==> src/rtl/uart_pkg.sv <==
// uart_pkg: shared definitions for the UART transmit path and its FIFO.
//
// Contents:
//   uart_state_t      - transmitter state encoding
//                       (ST_IDLE, ST_START, ST_DATA, ST_PARITY, ST_STOP)
//   UART_DATA_W       - data bits per frame (8)
//   UART_BAUD_W       - width of the baud counter (covers DIV up to 65535)
//   UART_CLK_HZ       - system clock frequency (4.028 MHz dot clock)
//   UART_BAUD_HZ      - default line rate
//   UART_DEFAULT_DIV  - clocks per bit for the default rate at UART_CLK_HZ
//
// Optional feature macro used by files importing this package:
//   UART_TX_PARITY_EN  - adds a parity bit between data and stop bits.
package uart_pkg;

  typedef enum logic [2:0] {
    ST_IDLE   = 3'd0,
    ST_START  = 3'd1,
    ST_DATA   = 3'd2,
    ST_PARITY = 3'd3,
    ST_STOP   = 3'd4
  } uart_state_t;

  localparam int UART_DATA_W  = 8;
  localparam int UART_BAUD_W  = 16;
  localparam int UART_CLK_HZ  = 4028000;
  localparam int UART_BAUD_HZ = 115200;

  // Rounded to nearest: 4028000 / 115200 = 34.97 -> 35.
  localparam int UART_DEFAULT_DIV = (UART_CLK_HZ + UART_BAUD_HZ / 2) / UART_BAUD_HZ;

endpackage

==> src/rtl/uart_fifo.sv <==
// uart_fifo: synchronous single-clock byte FIFO.
//
// Parameters:
//   DEPTH - number of entries, power of two (2..16)
//   W     - entry width in bits
//
// Ports:
//   clk, reset  - clock and synchronous active-high reset (flushes the FIFO)
//   push, wdata - write request and data; ignored while full
//   pop         - read request; ignored while empty
//   rdata       - head entry (valid when !empty), combinational from storage
//   count       - number of entries held (0..DEPTH)
//   full, empty - count == DEPTH, count == 0
//
// A push and a pop in the same cycle both take effect and leave count
// unchanged. Pointers are $clog2(DEPTH) bits wide, so they wrap modulo DEPTH
// without extra logic.
module uart_fifo #(
  parameter int DEPTH = 4,
  parameter int W     = 8
) (
  input  logic                     clk,
  input  logic                     reset,
  input  logic                     push,
  input  logic [W-1:0]             wdata,
  input  logic                     pop,
  output logic [W-1:0]             rdata,
  output logic [$clog2(DEPTH):0]   count,
  output logic                     full,
  output logic                     empty
);

  localparam int PTR_W = $clog2(DEPTH);
  localparam int CNT_W = PTR_W + 1;

  logic [W-1:0]     mem_q [DEPTH];
  logic [PTR_W-1:0] wr_ptr_q, wr_ptr_d;
  logic [PTR_W-1:0] rd_ptr_q, rd_ptr_d;
  logic [CNT_W-1:0] count_q, count_d;
  logic             do_push;
  logic             do_pop;

  assign full    = (count_q == CNT_W'(DEPTH));
  assign empty   = (count_q == '0);
  assign count   = count_q;
  assign rdata   = mem_q[rd_ptr_q];
  assign do_push = push && !full;
  assign do_pop  = pop && !empty;

  always_comb begin
    wr_ptr_d = wr_ptr_q;
    rd_ptr_d = rd_ptr_q;
    count_d  = count_q;
    if (do_push) wr_ptr_d = wr_ptr_q + 1'b1;
    if (do_pop)  rd_ptr_d = rd_ptr_q + 1'b1;
    case ({do_push, do_pop})
      2'b10:   count_d = count_q + 1'b1;
      2'b01:   count_d = count_q - 1'b1;
      default: count_d = count_q;
    endcase
  end

  always_ff @(posedge clk) begin
    if (reset) begin
      wr_ptr_q <= '0;
      rd_ptr_q <= '0;
      count_q  <= '0;
    end else begin
      wr_ptr_q <= wr_ptr_d;
      rd_ptr_q <= rd_ptr_d;
      count_q  <= count_d;
    end
  end

  // Storage needs no reset: an entry is only read after it has been written.
  always_ff @(posedge clk) begin
    if (do_push && !reset) mem_q[wr_ptr_q] <= wdata;
  end

endmodule

==> src/rtl/uart_tx_fifo.sv <==
// uart_tx_fifo: 8N1 serial transmitter fed by a small byte FIFO.
//
// Parameters:
//   DIV   - clocks per bit (2..65535), default 35 (115200 baud at 4.028 MHz)
//   DEPTH - FIFO depth in bytes, power of two (2..16)
//
// Ports:
//   clk        - system clock
//   reset      - synchronous active-high reset; aborts any frame, flushes FIFO
//   tx_data    - byte to queue
//   tx_valid   - tx_data valid this cycle
//   tx_ready   - FIFO not full
//   parity_odd - (UART_TX_PARITY_EN only) 0 = even, 1 = odd parity,
//                sampled when a byte is popped
//   TX         - serial line, idle high, driven straight from a flop
//   busy       - frame in progress or bytes queued
//   fifo_count - bytes currently queued
//
// Handshake: a byte is taken on every rising edge where tx_valid && tx_ready;
// tx_valid while tx_ready is low is ignored and the byte is lost. tx_valid
// need not stay asserted, and tx_ready does not depend on tx_valid.
//
// Optional feature macro: UART_TX_PARITY_EN adds the parity_odd port and a
// PARITY bit between the data bits and the stop bit (frame = 11*DIV clocks
// instead of 10*DIV).
//
// The FSM state register state_q is the point to observe transmitter state.
module uart_tx_fifo
  import uart_pkg::*;
#(
  parameter int DIV   = UART_DEFAULT_DIV,
  parameter int DEPTH = 4
) (
  input  logic                   clk,
  input  logic                   reset,
  input  logic [7:0]             tx_data,
  input  logic                   tx_valid,
  output logic                   tx_ready,
`ifdef UART_TX_PARITY_EN
  input  logic                   parity_odd,
`endif
  output logic                   TX,
  output logic                   busy,
  output logic [$clog2(DEPTH):0] fifo_count
);

  localparam logic [UART_BAUD_W-1:0] BAUD_LAST = UART_BAUD_W'(DIV - 1);

  uart_state_t            state_q, state_d;
  logic [UART_BAUD_W-1:0] baud_q, baud_d;
  logic [2:0]             bit_q, bit_d;
  logic [UART_DATA_W-1:0] shift_q, shift_d;
  logic                   tx_q, tx_d;
`ifdef UART_TX_PARITY_EN
  logic                   par_q, par_d;
`endif

  logic                   fifo_pop;
  logic [UART_DATA_W-1:0] fifo_rdata;
  logic                   fifo_full;
  logic                   fifo_empty;
  logic                   bit_end;

  uart_fifo #(
    .DEPTH (DEPTH),
    .W     (UART_DATA_W)
  ) u_fifo (
    .clk   (clk),
    .reset (reset),
    .push  (tx_valid),
    .wdata (tx_data),
    .pop   (fifo_pop),
    .rdata (fifo_rdata),
    .count (fifo_count),
    .full  (fifo_full),
    .empty (fifo_empty)
  );

  assign tx_ready = !fifo_full;
  assign TX       = tx_q;
  assign busy     = (state_q != ST_IDLE) || !fifo_empty;
  assign bit_end  = (baud_q == BAUD_LAST);

  always_comb begin
    state_d  = state_q;
    baud_d   = baud_q;
    bit_d    = bit_q;
    shift_d  = shift_q;
    tx_d     = tx_q;
    fifo_pop = 1'b0;
`ifdef UART_TX_PARITY_EN
    par_d    = par_q;
`endif

    case (state_q)
      ST_IDLE: begin
        tx_d = 1'b1;
        if (!fifo_empty) begin
          fifo_pop = 1'b1;
          shift_d  = fifo_rdata;
`ifdef UART_TX_PARITY_EN
          par_d    = (^fifo_rdata) ^ parity_odd;
`endif
          tx_d     = 1'b0;
          baud_d   = '0;
          state_d  = ST_START;
        end
      end

      ST_START: begin
        if (bit_end) begin
          baud_d  = '0;
          bit_d   = 3'd0;
          tx_d    = shift_q[0];
          state_d = ST_DATA;
        end else begin
          baud_d = baud_q + 1'b1;
        end
      end

      ST_DATA: begin
        if (bit_end) begin
          baud_d = '0;
          if (bit_q == 3'd7) begin
`ifdef UART_TX_PARITY_EN
            tx_d    = par_q;
            state_d = ST_PARITY;
`else
            tx_d    = 1'b1;
            state_d = ST_STOP;
`endif
          end else begin
            bit_d = bit_q + 3'd1;
            tx_d  = shift_q[bit_q + 3'd1];
          end
        end else begin
          baud_d = baud_q + 1'b1;
        end
      end

`ifdef UART_TX_PARITY_EN
      ST_PARITY: begin
        if (bit_end) begin
          baud_d  = '0;
          tx_d    = 1'b1;
          state_d = ST_STOP;
        end else begin
          baud_d = baud_q + 1'b1;
        end
      end
`endif

      ST_STOP: begin
        if (bit_end) begin
          baud_d = '0;
          // Queued byte starts its start bit immediately: no idle gap.
          if (!fifo_empty) begin
            fifo_pop = 1'b1;
            shift_d  = fifo_rdata;
`ifdef UART_TX_PARITY_EN
            par_d    = (^fifo_rdata) ^ parity_odd;
`endif
            tx_d     = 1'b0;
            state_d  = ST_START;
          end else begin
            tx_d    = 1'b1;
            state_d = ST_IDLE;
          end
        end else begin
          baud_d = baud_q + 1'b1;
        end
      end

      default: begin
        tx_d    = 1'b1;
        baud_d  = '0;
        state_d = ST_IDLE;
      end
    endcase
  end

  always_ff @(posedge clk) begin
    if (reset) begin
      state_q <= ST_IDLE;
      baud_q  <= '0;
      bit_q   <= '0;
      shift_q <= '0;
      tx_q    <= 1'b1;
`ifdef UART_TX_PARITY_EN
      par_q   <= 1'b0;
`endif
    end else begin
      state_q <= state_d;
      baud_q  <= baud_d;
      bit_q   <= bit_d;
      shift_q <= shift_d;
      tx_q    <= tx_d;
`ifdef UART_TX_PARITY_EN
      par_q   <= par_d;
`endif
    end
  end

endmodule

==> config.mk <==
export PLATFORM = sky130hd
export DESIGN_NAME = uart_tx_fifo
export DESIGN_NICKNAME = d
export VERILOG_FILES = /design/src/rtl/uart_pkg.sv /design/src/rtl/uart_fifo.sv /design/src/rtl/uart_tx_fifo.sv
export SDC_FILE = /design/constraint.sdc
export NUM_CORES = 1
export LEC_CHECK = 0
export ABC_CLOCK_PERIOD_IN_PS = 4200
export BUFFER_PORTS_ARGS = -buffer_cell sky130_fd_sc_hd__buf_2
export CORE_MARGIN = 2
export CORE_UTILIZATION = 55
export DETAILED_ROUTE_END_ITERATION = 6
export PLACE_DENSITY = 0.79
export SYNTH_ARGS = -nofsm -noshare
export SYNTH_HDL_FRONTEND = slang
export SYNTH_SLANG_ARGS = --single-unit
==> constraint.sdc <==
create_clock -name clk -period 4.2 [get_ports clk]
set_clock_uncertainty 0.1 [all_clocks]
set_input_delay 0.84 -clock clk [delete_from_list [all_inputs] [get_ports clk]]
set_output_delay 0.84 -clock clk [all_outputs]
set_load 0.005 [all_outputs]
==> run summary <==
H-tree levels: 3
Switching Share: 36.1%
post-route ant nets: 0
number of global-route vias before repair: 2258
max-cap viol count: 0
total grt overflow: 0
largest net degree at the start of global routing: 28
drt pass-1 iters: 4
GPL Wtd Cong: 0.856
PostCTS Resize Cnt: 0
die area: 6540 µm²
Vias: 2246
HP Class: flop to flop
DR DRC count: 0
DRT iter0 DRCs: 193
Seq/Total Area, Yosys: 54.2%
CP delay by family, top: simple AND/OR/NAND/NOR gates
#FFs+latches synth: 72
share of cells above drive strength 1: 16.1%
Via density: 5.88
count of final max-slew check failures: 0
CP Capture Type: flop
syn_nets: 310
f_max: 286 MHz
CP Data Arrival Time: 3.67 ns
P_sw: 0.837 mW
input/output buffers: 16
Critical Path RT: 4.38 ns
Initial Utilization: 57.9%
asr flop ratio synth: 0%
Area Growth Syn to Fin: 11.3%
internal power: 1.48 mW
ant diodes: 0
CTS tree: done
status: finished, final reports clean
Clk pwr share: 26.6%
fin crit period: 3.49 ns
startpoint types: flop
Crit path top cell by count: inv_1
TritonCTS Sinks: 72
met1 Use GR: 28.7%
gr busiest metal: met2
Row Count: 27
fin nets: 326
Syn. warnings: 0
PwrDens: 642 nW/µm²
setup TNS: 0 ns
worst-path cell chain: or4b_1 > or4_4 > a21o_1 > inv_1 > ha_1 > inv_1 > fa_1 > xor2_1 > or3_1 > a21oi_1
most common flop cell mapped by yosys: dfxtp_1
Root Driver: clkbuf_8
Post-Syn Instances: 289
maximum VDD drop: 417 µV
Worst slew margin: 40.4%
Worst Max-Slew Pin Slew: 0.891 ns
WP buf/inv: 2
Final period util: 83.1%
Synth top area share: 29.6%
drt wl/cell: 16.5 µm
setup bufs post-CTS: 0
CTS Buffer Depth: 2
RSZ-0062 raised after global routing: false
final hold violation count: 0
final setup vio count: 0
Comb power frac: 33.1%
top cells by area, synth: edfxtp_1, dfxtp_1, mux4_2
Die Height: 80.9 µm
LEAKAGE: 1.32 nW
Die Span X: 80.9 µm
total power: 2.32 mW
worst setup path class: flop to flop
Sequential Power Share: 40.3%
core area: 5610 µm²
Crit-path slowest cell: or4_4
total track usage: 21.9%
IO Count: 17
# hold bufs at CTS: 0
Netlist cell types: 43
initial antenna violation count: 0
TritonCTS buffer count: 9
CTS clk-pin slew, worst paths: 0.08 ns
clk_lat worst skew: 0.35 ns
met2 GRT Util: 35.2%
critical path's largest stage delay: 0.57 ns
first-pass GRT wire length: 10.7 mm
Post-synth EDFFs: 32
Avg Synthesized Cell Area: 11.2 µm²
Synth Cell Area: 3250 µm²
largest area contributor in the netlist: edfxtp_1
DP HPWL: 4.29 mm
Worst Path Max Fanout: 13
met3 Resource Use GR: 4.44%
Routed WL: 6.31 mm
## worst register-to-register path: cells and delay by family, from the launching register on
| kind | cells | cell delay [ns] |
|---|---|---|
| flip-flops | 1 | 0.44 |
| AND/OR/NAND/NOR | 3 | 1.39 |
| AO/OA/AOI/OAI | 2 | 0.56 |
| adder cells (fa/ha/maj) | 2 | 0.57 |
| XOR/XNOR | 1 | 0.16 |
| buffers and inverters | 2 | 0.20 |
## stage by stage
stage / hold WS (ns) / instance area, µm² / std cells / utilization, % / worst slack (ns)
2_1_floorplan: 0.336 / 3250 / 289 / - / 0.966
3_3_place_gp: 0.346 / 3390 / 366 / 60.4 / 0.844
3_5_place_dp: 0.359 / 3390 / 366 / 60.4 / 0.754
4_1_cts: 0.372 / 3610 / 382 / 64.5 / 0.709
5_1_grt: 0.392 / 3610 / 382 / 64.5 / 0.493
6_report: 0.368 / 3610 / 382 / 64.5 / 0.709
## layout by cell type (no fill, tap or decap), types with 3 or more instances in the layout
cell / synthesis / final
dfxtp_1: 40 / 40
edfxtp_1: 32 / 32
nand2_1: 22 / 22
nor2_1: 22 / 22
buf_2: 2 / 16
nand3_1: 14 / 14
a21oi_1: 14 / 14
inv_1: 13 / 13
nor3_1: 10 / 10
mux4_2: 10 / 10
mux2i_1: 9 / 9
ha_1: 9 / 9
clkbuf_8: 0 / 9
and2_1: 8 / 8
or3_1: 7 / 7
o21ai_0: 7 / 7
nor4_1: 7 / 6
xnor2_1: 5 / 5
and4_1: 5 / 5
a31oi_1: 5 / 5
or4_1: 4 / 4
nand4_1: 4 / 4
a21o_1: 3 / 3
xor2_1: 3 / 3
## cells in the mapped netlist, drive strengths merged, types with 4 or more instances
cell and number:
mux2i 9, clkbuf 9, dfxtp 40, nor3 10, inv 13, mux4 10
nor2 22, and2 8, xnor2 5, or3 7, and4 5, ha 9
buf 4, or4 5, a31oi 5, nor4 8, edfxtp 32, a21oi 14
nand3 14, o21ai 7, nand4 4, nand2 22
## routing by layer
layer | share of wire [%] | routed length [µm]
met1 | 43 | 2730
met3 | 5.6 | 353
met5 | 0 | 0
met2 | 50 | 3130
met4 | 1.6 | 99
## area by class of cell
cell class | instances | area (µm²)
multi-input cells | 191 | 1390
clock inverters | 7 | 103
clock buffers | 9 | 124
flip-flops and latches | 72 | 1760
inverters | 13 | 48.8
fillers | 450 | 1990
repair buffers | 18 | 95.1
well taps | 72 | 90.1
## power groups by stage
stage	Clock, mW	Combinational, mW	Sequential (mW)
2_1_floorplan	0	0.610	0.886
3_3_place_gp	0	0.727	0.944
3_5_place_dp	0	0.744	0.953
4_1_cts	0.621	0.763	0.936
5_1_grt	0.656	0.847	0.952
6_report	0.616	0.768	0.935
## cell families after synthesis
kind of cell	share of synthesized area, %
multiplexers	10.1
XOR/XNOR	2.16
flip-flops	54.2
buffers and inverters	3.08
AND/OR/NAND/NOR	19.1
AO/OA/AOI/OAI	7.01
adder cells (fa/ha/maj)	4.39
## final timing paths
path,slack (ns),startpoint,cells past startpoint,to
max,0.71,baud_q[5],10,u_fifo.count[2]
min,0.37,bit_q[1],2,bit_q[1]
max reg2reg,0.71,baud_q[5],10,u_fifo.count[2]
min reg2reg,0.37,bit_q[1],2,bit_q[1]
## flip-flops by register name, summed over array words and instances (netlist names), named ones only
name	flops
u_fifo.count	3
state_q	3
TX	1
u_fifo.rd_ptr_q	2
u_fifo.mem_q	32
baud_q	16
bit_q	3
u_fifo.wr_ptr_q	2
shift_q	8
Note: power is estimated with default switching activity, not from simulation.
